## config.mk

```make
export PLATFORM = sky130hd
export DESIGN_NAME = seq_slice_adder
export DESIGN_NICKNAME = d
export VERILOG_FILES = /design/src/rtl/seq_slice_adder.sv
export SDC_FILE = /design/constraint.sdc
export NUM_CORES = 1
export LEC_CHECK = 0
export ABC_CLOCK_PERIOD_IN_PS = 8700
export CAP_MARGIN = 40
export CORE_MARGIN = 2
export CORE_UTILIZATION = 54
export CTS_CLUSTER_DIAMETER = 30
export CTS_CLUSTER_SIZE = 30
export DETAILED_ROUTE_END_ITERATION = 6
export HOLD_SLACK_MARGIN = 0.02
export MAX_ROUTING_LAYER = met4
export PLACE_DENSITY_LB_ADDON = 0.05
export SYNTH_ARGS = -nofsm -noshare
export SYNTH_HDL_FRONTEND = slang
export SYNTH_SLANG_ARGS = --single-unit
```

## constraint.sdc

```tcl
create_clock -name clk -period 8.7 [get_ports clk]
set_input_delay 1.74 -clock clk [delete_from_list [all_inputs] [get_ports clk]]
set_output_delay 1.74 -clock clk [all_outputs]
set_load 0.02 [all_outputs]
```

## src/rtl/seq_slice_adder.sv

```systemverilog
// seq_slice_adder: multi-cycle WIDTH-bit adder, one SLICE-bit chunk per clock,
// carry rippled between chunks through a register; valid/ready on both sides.
module seq_slice_adder #(
    parameter int WIDTH = 32,
    parameter int SLICE = 8
) (
    input  logic             clk,
    input  logic             rst_n,
    input  logic             in_valid,
    output logic             in_ready,
    input  logic [WIDTH-1:0] a,
    input  logic [WIDTH-1:0] b,
    input  logic             cin,
    output logic             out_valid,
    input  logic             out_ready,
    output logic [WIDTH-1:0] sum,
    output logic             cout,
    output logic             overflow,
    output logic             zero
);
    localparam int NSLICE = WIDTH / SLICE;
    localparam int IW = (NSLICE > 1) ? $clog2(NSLICE) : 1;
    localparam logic [IW-1:0] LAST = IW'(NSLICE - 1);

    generate
        if (SLICE < 1 || (WIDTH % SLICE) != 0) begin : g_bad_cfg
            $error("seq_slice_adder: WIDTH must be a non-zero multiple of SLICE");
        end
    endgenerate

    typedef enum logic [1:0] {IDLE, CALC, HOLD} state_t;

    state_t           state, state_nx;
    logic             started;   // holds in_ready low until the first edge after reset
    logic [WIDTH-1:0] a_r, b_r, sum_r;
    logic             carry;
    logic [IW-1:0]    idx;
    logic             cout_r, ovf_r;

    logic [SLICE-1:0] a_s, b_s;
    logic [SLICE:0]   slice_res;
    logic             msb_cin;

    // Current slice operands and their sum including the rippled carry
    always_comb begin
        a_s       = a_r[int'(idx)*SLICE +: SLICE];
        b_s       = b_r[int'(idx)*SLICE +: SLICE];
        slice_res = {1'b0, a_s} + {1'b0, b_s} + {{SLICE{1'b0}}, carry};
        // carry into the slice MSB, recovered from its sum bit
        msb_cin   = slice_res[SLICE-1] ^ a_s[SLICE-1] ^ b_s[SLICE-1];
    end

    // State register
    always_ff @(posedge clk or negedge rst_n) begin
        if (!rst_n) state <= IDLE;
        else        state <= state_nx;
    end

    // Next-state and handshake outputs
    always_comb begin
        state_nx  = state;
        in_ready  = 1'b0;
        out_valid = 1'b0;
        case (state)
            IDLE: begin
                in_ready = started;
                if (in_valid && started) state_nx = CALC;
            end
            CALC: begin
                if (idx == LAST) state_nx = HOLD;
            end
            HOLD: begin
                out_valid = 1'b1;
                if (out_ready) state_nx = IDLE;
            end
            default: state_nx = IDLE;
        endcase
    end

    // Operand capture and slice-by-slice accumulation
    always_ff @(posedge clk or negedge rst_n) begin
        if (!rst_n) begin
            started <= 1'b0;
            a_r     <= '0;
            b_r     <= '0;
            sum_r   <= '0;
            carry   <= 1'b0;
            idx     <= '0;
            cout_r  <= 1'b0;
            ovf_r   <= 1'b0;
        end else begin
            started <= 1'b1;
            case (state)
                IDLE: begin
                    if (in_valid && in_ready) begin
                        a_r   <= a;
                        b_r   <= b;
                        carry <= cin;
                        idx   <= '0;
                    end
                end
                CALC: begin
                    sum_r[int'(idx)*SLICE +: SLICE] <= slice_res[SLICE-1:0];
                    carry <= slice_res[SLICE];
                    idx   <= idx + IW'(1);
                    if (idx == LAST) begin
                        cout_r <= slice_res[SLICE];
                        ovf_r  <= slice_res[SLICE] ^ msb_cin;
                    end
                end
                default: ;
            endcase
        end
    end

    assign sum      = sum_r;
    assign cout     = cout_r;
    assign overflow = ovf_r;
    assign zero     = out_valid & ~|sum_r;

endmodule

```

==> out/metrics.yaml <==
critical_path:
  critPathMaxStageDelay_ns: 0.65
  critPathCaptureType: "output pin"
  cp-start-kind: "flip-flop"
  crit_type: "reg2out"
  crit_top_cell: "nor4_1"
  crit_required_ns: 6.96
  cp_slowest_cell: "clkdlybuf4s50_1"
  reg2reg_depth: 10
  arrival_ns: 2.21
  crit_chain: "nor4_1, nand4_1, nor4_1, clkdlybuf4s50_1"
  cp_max_fo: 3
yosys:
  synthAdderAreaFrac: 0.0426
  synth_warnings: 0
  synth_seq_cells: 104
  synthesis.area_um2: 4760
  synth_xor_area_frac: 0.0158
  synth_top_area_frac: 0.547
  yosysSeqAreaShare: 0.547
  yosysTopAreaCell: "dfrtp_1"
  ys.flop_type: "dfrtp_1"
  avgSynthCellArea_um2: 15.1
  synth_compound_area_frac: 0.0891
  syn_inst: 316
  synth_simple_gate_area_frac: 0.0613
  yosys-top-cells-area: "dfrtp_1, mux2_1, mux4_2"
  synthArstFlopShare: 1.00
  ys_types: 44
  synth_nets: 400
  synth_top_family_by_area: "multiplexers"
  synth_edf_count: 0
  synthMuxAreaShare: 0.227
grt:
  grt_overflow: 0
  grt_max_degree: 70
  groute.layer.met1.usage: 0.314
  grt_pass1_vias: 3232
  grt-busiest-layer: "met2"
  antenna_found_initial: 0
  met3_usage: 0.0358
  grt_usage: 0.227
  grt_first_pass_wirelength_um: 16500
  met2_usage: 0.350
clock_network:
  htreeDepth: 3
  hold_buffers: 0
  clockBufferDepth: 2
  path_clk_slew_ns: 0.10
  cts-resized-gates: 0
  cts_buffers: 9
  clock-sinks: 104
  cts-root-buf: "clkbuf_8"
  cts_tree: "built"
  post_cts_buffers: 0
  clock_latency_ns: 0.36
floorplan:
  die_h_um: 97.9
  die-width_um: 97.9
  num_rows: 34
  fp.dieArea_um2: 9580
  core_area_um2: 8640
  ios: 106
  initial_core_util: 0.551
pwr:
  p_leak_uw: 0.00260
  ir_worst_vdd_mv: 0.261
  internal_power_uw: 1590
  p_sw_uw: 1180
  switching_share: 0.427
  pwr-share-seq: 0.300
  power_density_nw_per_um2: 454
  power_frac_clock: 0.107
  pwr-share-comb: 0.592
status:
  status: "complete, no violations"
detailed_routing:
  routed_via_density: 5.81
  vias: 3116
  drc: 0
  wl_um: 9910
  drt-pass1-iter-count: 4
  first_iter_violations: 104
  wl_per_cell_um: 18.5
  detail-route-antenna-nets: 0
sta:
  slew_headroom: 0.427
  setup-tns-final_ns: 0
  slew_violations: 0
  rsz0062_at_grt: "false"
  post-route-period-util: 0.454
  tightest_slew_ns: 0.859
  fin_skew_ns: 0.0121
  fin_crit_ns: 3.95
  setup_viol: 0
  report.final.hold_viol_count: 0
  timing.fmax_mhz: 253
hold_path:
  min_path_cells: 1
  min-delay-path-class: "reg2reg"
placed_design:
  gp_congestion: 0.806
  place_hpwl_um: 7030
  dpl.cell_count: 520
  portBuffers: 105
final_layout:
  final.fill_count: 624
  antennaDiodeCount: 0
  drive_above_1_share: 0.107
  multi_input_area_um2: 2080
  regArea_um2: 2600
  nets: 507
  stdcell_count: 536
  syn_to_final_growth_pct: 28.3
run:
  max_cap_viol_count: 0
## routing by layer
metal  routed length (um)  up-vias
li1                     -     1413
met1                 4430     1589
met2                 4850       99
met3                  485       15
met4                  146        0
met5                    0        -
## flip-flops by register name (all words and copies together), names as in the netlist
signal	count
a_r	32
b_r	32
carry	1
cout	1
idx	2
overflow	1
started	1
state	2
sum	32
## synth_stat cells (4+ instances only)
library cell	instances
a22o_1	32
buf_2	9
dfrtp_1	104
nor4_1	8
mux4_2	16
nand2_1	8
ha_1	13
xnor2_1	4
mux2_1	64
a21oi_1	4
## cell type report
class                      instances  area share
clock buffer                      12      0.0221
clock inverter                     4     0.00901
inverter                           4     0.00246
multi-input combinational        195       0.340
sequential                       104       0.426
tap                              108      0.0221
timing repair buffer             109       0.178
## cells in the final DEF (no fill, tap or decap), types with 4 or more instances in the layout
cell type	n
dfrtp_1	104
clkbuf_8	9
clkdlybuf4s50_1	104
mux2_1	64
buf_4	4
nor4_1	8
xnor2_1	4
ha_1	13
mux4_2	16
a21oi_1	4
a22o_1	32
nand2_1	8
## stage by stage
stage | util | setup WS [ns] | hold slack [ns] | total power [uW] | cell area (um^2)
after floorplan | - | 5.12 | 0.452 | 1950 | 4760
after global placement | 0.684 | 5.16 | 0.463 | 2430 | 5900
after detailed placement | 0.685 | 5.10 | 0.471 | 2490 | 5920
after CTS | 0.707 | 4.69 | 0.492 | 2790 | 6110
after global routing | 0.707 | 4.59 | 0.509 | 2940 | 6110
final | 0.707 | 4.75 | 0.487 | 2770 | 6110
## cell families after synthesis
family | Yosys count
flip-flops | 104
multiplexers | 80
AO/OA/AOI/OAI | 51
AND/OR/NAND/NOR | 41
buffers and inverters | 17
adder cells (fa/ha/maj) | 15
XOR/XNOR | 7
other | 1
## critical path: cells and delay by family (launching register included)
| family | cells | cell delay [ns] |
|---|---|---|
| flip-flops | 1 | 0.43 |
| buffers and inverters | 1 | 0.65 |
| AND/OR/NAND/NOR | 3 | 0.77 |
## power by group through the flow
stage | sequential, uW | combinational [uW] | clock (uW)
finish | 831 | 1640 | 298
global route | 862 | 1760 | 322
CTS | 832 | 1650 | 303
detailed placement | 841 | 1650 | 0
global placement | 844 | 1590 | 0
floorplan | 866 | 1080 | 0
## worst paths after layout
| kind | slack [ns] | end | start |
|---|---|---|---|
| min reg2reg | 0.49 | b_r[23] | b_r[23] |
| min | 0.49 | b_r[23] | b_r[23] |
| max reg2reg | 5.22 | overflow | idx[0] |
| max in group asynchronous | 6.16 | a_r[11] | rst_n |
| min in group asynchronous | 1.38 | sum[2] | rst_n |
| max | 4.75 | zero | sum[11] |
No activity file was read; power rests on OpenSTA's default activity.
